--- config.mk ---
export PLATFORM = sky130hd
export DESIGN_NAME = dot_result_ctrl_flat
export DESIGN_NICKNAME = d
export VERILOG_FILES = /design/src/rtl/dot_result_ctrl_if.sv /design/src/rtl/dot_result_ctrl.sv /design/src/flat_wrapper.sv
export SDC_FILE = /design/constraint.sdc
export NUM_CORES = 1
export LEC_CHECK = 0
export CORE_UTILIZATION = 35
export DETAILED_ROUTE_END_ITERATION = 10
export PLACE_DENSITY = 0.59
export SYNTH_ARGS = -nofsm -noshare
export SYNTH_HDL_FRONTEND = slang
export SYNTH_SLANG_ARGS = --single-unit
--- constraint.sdc ---
create_clock -name clk_div -period 2.3 [get_ports clk_div]
set_input_delay 0.345 -clock clk_div [delete_from_list [all_inputs] [get_ports clk_div]]
set_output_delay 0.345 -clock clk_div [all_outputs]
set_load 0.02 [all_outputs]
--- src/rtl/dot_result_ctrl_if.sv ---
// Guess-result and display-status bundle between game FSM and result sequencer.
// Game side is master; the sequencer is slave.
interface dot_result_ctrl_if;
  logic       clear;
  logic       guess_valid;
  logic       guess_hit;
  logic [1:0] disp_state;
  logic       disp_en;
  logic       busy;
  logic       done;
  logic       overrun;
  logic [3:0] hit_cnt;

  modport master (
    output clear,
    output guess_valid,
    output guess_hit,
    input  disp_state,
    input  disp_en,
    input  busy,
    input  done,
    input  overrun,
    input  hit_cnt
  );

  modport slave (
    input  clear,
    input  guess_valid,
    input  guess_hit,
    output disp_state,
    output disp_en,
    output busy,
    output done,
    output overrun,
    output hit_cnt
  );
endinterface

--- src/rtl/dot_result_ctrl.sv ---
// Dot-matrix result sequencer: shows each guess result for HOLD_FRAMES scans.
// Optional blinking display built when DOT_BLINK_EN is defined.
module dot_result_ctrl #(
  parameter int unsigned FRAME_CYCLES = 8,
  parameter int unsigned HOLD_FRAMES  = 64,
  parameter int unsigned BLINK_FRAMES = 8
) (
  input  logic             clk_div,
  input  logic             reset,
  dot_result_ctrl_if.slave bus
);

  localparam int unsigned FW =
    (FRAME_CYCLES > 1) ? $clog2(FRAME_CYCLES) : 1;
  localparam int unsigned HW =
    (HOLD_FRAMES > 1) ? $clog2(HOLD_FRAMES) : 1;

  localparam logic [FW-1:0] F_LAST = FW'(FRAME_CYCLES - 1);
  localparam logic [HW-1:0] H_LAST = HW'(HOLD_FRAMES - 1);

  localparam logic [0:0] IDLE = 1'b0;
  localparam logic [0:0] SHOW = 1'b1;

  if (FRAME_CYCLES < 2) begin : g_chk_frame
    $error("FRAME_CYCLES must be >= 2");
  end
  if (HOLD_FRAMES < 1) begin : g_chk_hold
    $error("HOLD_FRAMES must be >= 1");
  end
  if (BLINK_FRAMES < 1) begin : g_chk_blink
    $error("BLINK_FRAMES must be >= 1");
  end

  logic [0:0]    st_q, st_n;
  logic          hit_q, hit_n;
  logic          pv_q, pv_n;
  logic          ph_hit_q, ph_hit_n;
  logic [FW-1:0] fc_q, fc_n;
  logic [HW-1:0] hc_q, hc_n;

  logic [1:0]    ds_q;
  logic          en_q;
  logic          busy_q;
  logic          done_q;
  logic          ovr_q;
  logic [3:0]    cnt_q;

  logic          frame_tick;
  logic          end_res;
  logic          start;
  logic          acc_hit;
  logic          drop;
  logic          lit;

  assign frame_tick = (st_q == SHOW) && (fc_q == F_LAST);
  assign end_res    = frame_tick && (hc_q == '0);

  always_comb begin
    st_n     = st_q;
    hit_n    = hit_q;
    pv_n     = pv_q;
    ph_hit_n = ph_hit_q;
    fc_n     = fc_q;
    hc_n     = hc_q;
    start    = 1'b0;
    acc_hit  = 1'b0;
    drop     = 1'b0;
    unique case (1'b1)
      (st_q == IDLE): begin
        if (bus.guess_valid) begin
          start   = 1'b1;
          hit_n   = bus.guess_hit;
          acc_hit = bus.guess_hit;
        end
      end
      end_res: begin
        if (pv_q) begin
          start = 1'b1;
          hit_n = ph_hit_q;
          pv_n  = bus.guess_valid;
          if (bus.guess_valid) begin
            ph_hit_n = bus.guess_hit;
            acc_hit  = bus.guess_hit;
          end
        end else if (bus.guess_valid) begin
          start   = 1'b1;
          hit_n   = bus.guess_hit;
          acc_hit = bus.guess_hit;
        end else begin
          st_n = IDLE;
        end
      end
      default: begin
        fc_n = frame_tick ? '0 : fc_q + FW'(1);
        if (frame_tick)
          hc_n = hc_q - HW'(1);
        if (bus.guess_valid) begin
          if (!pv_q) begin
            pv_n     = 1'b1;
            ph_hit_n = bus.guess_hit;
            acc_hit  = bus.guess_hit;
          end else begin
            drop = 1'b1;
          end
        end
      end
    endcase
    // Every entry or reload restarts both timing counters.
    if (start) begin
      st_n = SHOW;
      fc_n = '0;
      hc_n = H_LAST;
    end
  end

`ifdef DOT_BLINK_EN
  localparam int unsigned BW =
    (BLINK_FRAMES > 1) ? $clog2(BLINK_FRAMES) : 1;
  localparam logic [BW-1:0] B_LAST = BW'(BLINK_FRAMES - 1);

  logic [BW-1:0] bc_q, bc_n;
  logic          ph_q, ph_n;

  always_comb begin
    bc_n = bc_q;
    ph_n = ph_q;
    if (start) begin
      bc_n = '0;
      ph_n = 1'b1;
    end else if (frame_tick) begin
      if (bc_q == B_LAST) begin
        bc_n = '0;
        ph_n = ~ph_q;
      end else begin
        bc_n = bc_q + BW'(1);
      end
    end
  end

  always_ff @(posedge clk_div or posedge reset) begin
    if (reset) begin
      bc_q <= '0;
      ph_q <= 1'b0;
    end else begin
      bc_q <= bc_n;
      ph_q <= ph_n;
    end
  end

  assign lit = ph_n;
`else
  assign lit = 1'b1;
`endif

  always_ff @(posedge clk_div or posedge reset) begin
    if (reset) begin
      st_q     <= IDLE;
      hit_q    <= 1'b0;
      pv_q     <= 1'b0;
      ph_hit_q <= 1'b0;
      fc_q     <= '0;
      hc_q     <= '0;
      ds_q     <= 2'd0;
      en_q     <= 1'b0;
      busy_q   <= 1'b0;
      done_q   <= 1'b0;
      ovr_q    <= 1'b0;
      cnt_q    <= 4'd0;
    end else begin
      st_q     <= st_n;
      hit_q    <= hit_n;
      pv_q     <= pv_n;
      ph_hit_q <= ph_hit_n;
      fc_q     <= fc_n;
      hc_q     <= hc_n;
      busy_q   <= (st_n == SHOW);
      done_q   <= end_res;
      en_q     <= (st_n == SHOW) && lit;
      if ((st_n == SHOW) && lit)
        ds_q <= hit_n ? 2'd1 : 2'd2;
      else
        ds_q <= 2'd0;
      // Clear beats a same-cycle accept or drop.
      if (bus.clear) begin
        ovr_q <= 1'b0;
        cnt_q <= 4'd0;
      end else begin
        if (drop)
          ovr_q <= 1'b1;
        if (acc_hit && (cnt_q != 4'd15))
          cnt_q <= cnt_q + 4'd1;
      end
    end
  end

  assign bus.disp_state = ds_q;
  assign bus.disp_en    = en_q;
  assign bus.busy       = busy_q;
  assign bus.done       = done_q;
  assign bus.overrun    = ovr_q;
  assign bus.hit_cnt    = cnt_q;

endmodule

--- src/flat_wrapper.sv ---
// flat-port wrapper written by rule: the top's interface ports become plain ports
module dot_result_ctrl_flat 
#(
  parameter int unsigned FRAME_CYCLES = 8,
  parameter int unsigned HOLD_FRAMES  = 64,
  parameter int unsigned BLINK_FRAMES = 8
)
  (clk_div, reset, bus_clear, bus_guess_valid, bus_guess_hit, bus_disp_state, bus_disp_en, bus_busy, bus_done, bus_overrun, bus_hit_cnt);
  dot_result_ctrl_if bus_i ();
  input  logic clk_div;
  input  logic reset;
  input wire logic [$bits(bus_i.clear)-1:0] bus_clear;
  input wire logic [$bits(bus_i.guess_valid)-1:0] bus_guess_valid;
  input wire logic [$bits(bus_i.guess_hit)-1:0] bus_guess_hit;
  output wire logic [$bits(bus_i.disp_state)-1:0] bus_disp_state;
  output wire logic [$bits(bus_i.disp_en)-1:0] bus_disp_en;
  output wire logic [$bits(bus_i.busy)-1:0] bus_busy;
  output wire logic [$bits(bus_i.done)-1:0] bus_done;
  output wire logic [$bits(bus_i.overrun)-1:0] bus_overrun;
  output wire logic [$bits(bus_i.hit_cnt)-1:0] bus_hit_cnt;
  assign bus_i.clear = bus_clear;
  assign bus_i.guess_valid = bus_guess_valid;
  assign bus_i.guess_hit = bus_guess_hit;
  assign bus_disp_state = bus_i.disp_state;
  assign bus_disp_en = bus_i.disp_en;
  assign bus_busy = bus_i.busy;
  assign bus_done = bus_i.done;
  assign bus_overrun = bus_i.overrun;
  assign bus_hit_cnt = bus_i.hit_cnt;
  dot_result_ctrl #(.FRAME_CYCLES(FRAME_CYCLES), .HOLD_FRAMES(HOLD_FRAMES), .BLINK_FRAMES(BLINK_FRAMES)) u_core (.clk_div(clk_div), .reset(reset), .bus(bus_i));
endmodule
Word level (Yosys, flattened, before mapping)
Cells that the tools add are included.
{ "op_classes": {"shift": 0, "mul": 0, "n_eq_ne": 5, "bitwise": 1, "addsub": 3, "n_div": 0, "n_reduce_logical": 12, "n_lt_le_gt_ge": 0, "mux": 40} }
{ "op_table": {"columns": ["op", "count"], "rows": [
  ["1-bit two-way mux", 25],
  ["6-bit two-way mux", 3],
  ["1-bit case mux with 2 select lines", 5],
  ["3-bit two-way mux", 3],
  ["4-bit two-way mux", 2],
  ["2-bit nonzero test", 4],
  ["6-bit logical NOT", 1],
  ["6-bit by 1-bit subtractor with 6-bit output (second input constant)", 1],
  ["4-bit by 1-bit adder with 4-bit output (second input constant)", 1],
  ["2-bit two-way mux", 2],
  ["2-bit by 1-bit != test with 1-bit output (second input constant)", 2],
  ["4-bit != test (second input constant)", 1],
  ["2-bit AND reduction", 2],
  ["4-bit AND reduction", 1],
  ["3-bit by 1-bit adder with 3-bit output (second input constant)", 1],
  ["3-bit == test (second input constant)", 1],
  ["1-bit logical AND", 3],
  ["2-bit != test (second input constant)", 1],
  ["2-bit OR reduction", 1],
  ["1-bit NOT", 1]
]} }
{ "word_totals": {"ram_bits": 0, "regBits": 21, "mem_bits_ro": 0, "in_bits": 5, "latch_bits": 0, "wordCells": 71, "output_inout_bits": 10, "mem_count": 0} }

Depth between registers and ports, before layout
{ "logic_depth": {"ltp_word": 7, "mapped_depth": 7, "mapped_depth_nobuf": 6} }

Least setup slack after synthesis
Ideal clock, no wire load.
{ "synth_path": {"path_type": "register to register", "from": "reg u_core.hc_q[0]", "to": "reg u_core.ph_hit_q", "path_buffers": 1, "t_required_ns": 2.172, "setup_time_ns": 0.128, "t_arrival_ns": 2.074, "path_slack_ns": 0.099, "period_less_slack_ns": 2.201, "path_stages_with_launch": 8, "path_cell_list": "dfrtp_1 > inv_1 > ha_1 > or4b_4 > or3_1 > buf_2 > mux2i_1 > mux2_1"} }
{ "synth_via": {"elab_chain_len": 4, "word_cells_on_any_way": 6, "cone_classes": "eq/ne: 2; mux: 1; reduce/logical: 3"} }
{ "synth_rtl": {"columns": ["item", "line", "source"], "rows": [
  ["start, declared", "dot_result_ctrl.sv:39", "logic [HW-1:0] hc_q, hc_n;"],
  ["start signal, assigned", "dot_result_ctrl.sv:175", "hc_q <= hc_n;"],
  ["6-bit logical NOT *", "dot_result_ctrl.sv:56", "assign end_res = frame_tick && (hc_q == '0);"],
  ["1-bit logical AND *", "dot_result_ctrl.sv:56", null],
  ["2-bit by 1-bit != test with 1-bit output (no source line) or 2-bit != test (tied branches)", null, null],
  ["4-bit AND reduction (no source line)", null, null],
  ["end signal, assigned", "dot_result_ctrl.sv:173", "ph_hit_q <= ph_hit_n;"],
  ["end, declared", "dot_result_ctrl.sv:37", "logic ph_hit_q, ph_hit_n;"]
]} }
Mark *: on every way between the ends. The rest lies on a longest branch, timed or not.
A chain may end at the register's enable or synchronous reset.

Worst setup path after layout
{ "layout_path": {"from": "reg u_core.hc_q[0]", "to": "reg u_core.hc_q[2]"} }
{ "layout_via": {"elab_chain_len": 5, "word_cells_on_any_way": 11, "cone_classes": "add/sub: 1; eq/ne: 1; mux: 4; reduce/logical: 5"} }
{ "layout_rtl": {"columns": ["item"], "rows": [
  ["branches (longest 5 deep; another with 6-bit by 1-bit subtractor with 6-bit output)"]
]} }
Parallel ways; which one is timed is not known. The select of a mux whose other input is x is not followed.

==> run metrics <==
wire length of the first global-routing pass=3.870 mm; routed wirelength normalized by instance count=12.78 um; classification of the worst setup path=flip-flop to flip-flop; routed vias=927; final-stage net count=146; Synth Area in Adders=4.479%; total wire length=2.300 mm; last weighted congestion value of the routability-driven placer=0.7886; via/cell ratio=5.150; number of synthesized flops with an enable pin=0; mux share of post-synthesis cell area=7.615%; top cell type by total area after synthesis=dfrtp_1; required time of the worst setup path=2.48 ns; cell with the largest stage delay on the worst path=or4b_4; Synthesis Warnings=0; internal power=710.6 uW; Die ar.=3422 um2; kind of end point of the critical path=flip-flop; DRC violation count after routing=0; die boundary height=58.50 um; number of DRC markers in iteration 0=26; family of cells with the greatest summed delay on the critical path=simple AND/OR/NAND/NOR gates; Synth Area in Simple Gates=21.61%; leakage power of the design=0.5860 nW; ordered cell list for the critical path=inv_1 -> ha_1 -> or4b_4 -> or3_4 -> buf_4 -> a21o_1 -> o311ai_0; ratio of final minimum period to clock period=93.69%; Psw=330.7 uW; fill cell total of the finished layout=316; # Max-Cap Violations=0; placeable core area=3053 um2; H-tree Lvls=1; vias in the first global route=883; root buffer selected by CTS=clkbuf_4; sequential share of power=49.8%; post-CTS clock slew at the launch and capture registers of the worst setup and hold paths=0.11 ns; worst setup skew after layout=0.004183 ns; residual antenna-violating net count after detailed routing=0; number of I/O pins=15; launching element type of the critical path=flip-flop; sum of negative setup slack=0 ns; Switching Share=31.76%; post-route insts no fill=180; actual transition at the worst max-transition pin=0.3795 ns; count of buffers from port buffering=14; antenna diode count=0; commonest cells after routing, fill and taps aside=dfrtp_1, nor2_1, clkdlybuf4s50_1; power density over cell area=754.5 nW/um2; number of synthesized register bits=21; largest net degree at the start of global routing=22; Max IR drop VDD=0.3706 mV; unrepaired setup endpoints after global routing=false; clock tree from TritonCTS=done; largest family of logic cells by synthesized area=simple AND/OR/NAND/NOR gates; endpoint of the worst-slack reg-to-reg timing path=u_core.hc_q[2]; top achievable clock speed=464.1 MHz; global route total overflow=0; Distinct cells, synth=33; fraction of final layout cells sized beyond drive strength 1=12.50%; total setup violations reported at the end of the flow=0; HPWL after detailed placement=1.682 mm; worst rel slew slack=74.35%; Area Growth Syn to Fin=23.52%; number of buffers on the longest clock path=2; arrival time of data at the critical path endpoint=2.34 ns; WP buf/inv=2; CTS hold repair buffers=0; number of buffers created by CTS=3; Crit path depth=7; initial antenna violation count=0; ranking of synthesized cells by area=dfrtp_1, nor2_1, ha_1, a21oi_1, mux2i_1; # placed instances=174; clock power share=16.7%; worst hold path class=primary input to asynchronous set/reset pin; post-synthesis async set-or-reset flop share=100.0%; number of hold-slack violations in the final timing report=0; initial core utilization=36.60%; post-synthesis area per instance=9.716 um2; Post-Synthesis Net Count=124; Row Count=20; critical register-to-register path startpoint=u_core.hc_q[0]; worst reg-to-reg setup slack=0.15 ns; Syn Std Cell Area=1117 um2; die outline width=58.50 um; worst reg2reg path depth=7; final worst hold slack=0.3647 ns; most common cell after layout, fill and taps aside=dfrtp_1; Critical Path Fanout Max=5; share of the synthesized area in compound gates (AO/OA/AOI/OAI)=14.78%; number of instances in the synthesized netlist=115; fin crit period=2.155 ns; final count of pins violating max slew=0; sink count of the clock tree=21; outcome=finished, final reports clean; post-synth top area share=47.03%; first-pass iteration count of the detailed router=4; Clock Latency Late Sink=0.29 ns; delay of the slowest cell on the worst path=0.50 ns; aggregate global-route resource usage=14.51%; xor-xnor portion of the synthesized cell area=0%; most used flip-flop cell after synthesis=dfrtp_1; proportion of synthesized chip area in sequential cells=47.03%; combinational fraction of design power=33.6%
==> Yosys cell counts, drive strengths merged (4+ instances only) <==
master	number
dfrtp	21
nor2	14
a21oi	8
inv	7
nand2	6
nand2b	5
nand3	5
ha	4
mux2	4
mux2i	4
nor2b	4
o21ai	4
==> how the worst max path moves through the flow <==
stage	start	endpoint	slack (ns)
final	u_core.hc_q[0]	u_core.hc_q[2]	0.15
after global routing	u_core.hc_q[0]	u_core.hc_q[2]	0.03
after CTS	u_core.hc_q[0]	u_core.hc_q[2]	0.1
after detailed placement	u_core.hc_q[0]	u_core.hc_q[2]	0.15
after global placement	u_core.hc_q[0]	u_core.ph_hit_q	0.17
after floorplan	u_core.hc_q[0]	u_core.ph_hit_q	0.1
==> power by group through the flow <==
stage,Combinational [mW],Clock (mW),Sequential [mW]
floorplan,0.220,0,0.514
global placement,0.318,0,0.522
detailed placement,0.326,0,0.527
CTS,0.329,0.188,0.518
global route,0.392,0.199,0.528
finish,0.349,0.174,0.518
==> kinds of logic after synthesis <==
logic type / Yosys count
adders and majority gates: 4
AOI/OAI and AO/OA: 24
muxes: 8
DFF: 21
buffers and inverters: 12
and+or+nand+nor: 46
==> state kept, by name, indices dropped and copies added, names as in the netlist <==
| register | count |
|---|---|
| u_core.bus.disp_state | 2 |
| u_core.hc_q | 6 |
| u_core.ph_hit_q | 1 |
| u_core.pv_q | 1 |
| u_core.fc_q | 3 |
| u_core.bus.hit_cnt | 4 |
| u_core.bus.done | 1 |
| u_core.bus.overrun | 1 |
| u_core.st_q | 1 |
| u_core.hit_q | 1 |
==> worst register-to-register path: cells and delay by family (launching register included) <==
kind            cells  cell delay, ns
flops               1            0.42
compound gates      2            0.35
simple gates        2            0.89
buf+inv             2            0.23
fa+ha+maj           1            0.15
==> stage by stage <==
step | worst slack [ns] | instance area [um2] | util (%) | total power [mW]
final | 0.1452 | 1380 | 45.20 | 1.041
after global routing | 0.02628 | 1380 | 45.20 | 1.119
after CTS | 0.09796 | 1360 | 44.55 | 1.036
after detailed placement | 0.1520 | 1334 | 43.69 | 0.8527
after global placement | 0.1728 | 1334 | 43.69 | 0.8403
after floorplan | 0.09882 | 1117 | - | 0.7342
==> final cells by class <==
cell class | count | area [um2] | share of cell area [%]
tap | 44 | 55.05 | 3.989
inverter | 7 | 26.28 | 1.904
sequential | 21 | 525.5 | 38.08
clock buffer | 4 | 26.28 | 1.904
timing repair buffer | 22 | 200.2 | 14.51
multi-input combinational | 82 | 546.8 | 39.62
==> routing by layer <==
metal  up-vias  GRT usage (%)  share of wire [%]
met5         -              0                  0
met4         0          3.061                  0
met3         0          2.857                2.3
met2        14          25.45                 50
met1       463          18.58                 48
li1        450              -                  -
==> timing repair <==
| item | 4_1_cts | 5_1_grt |
|---|---|---|
| resized for setup | 0 | 1 |
| setup buffers | 0 | 2 |
| setup endpoints to repair | 0 | 3 |
Note: power is estimated with default switching activity, not from simulation.
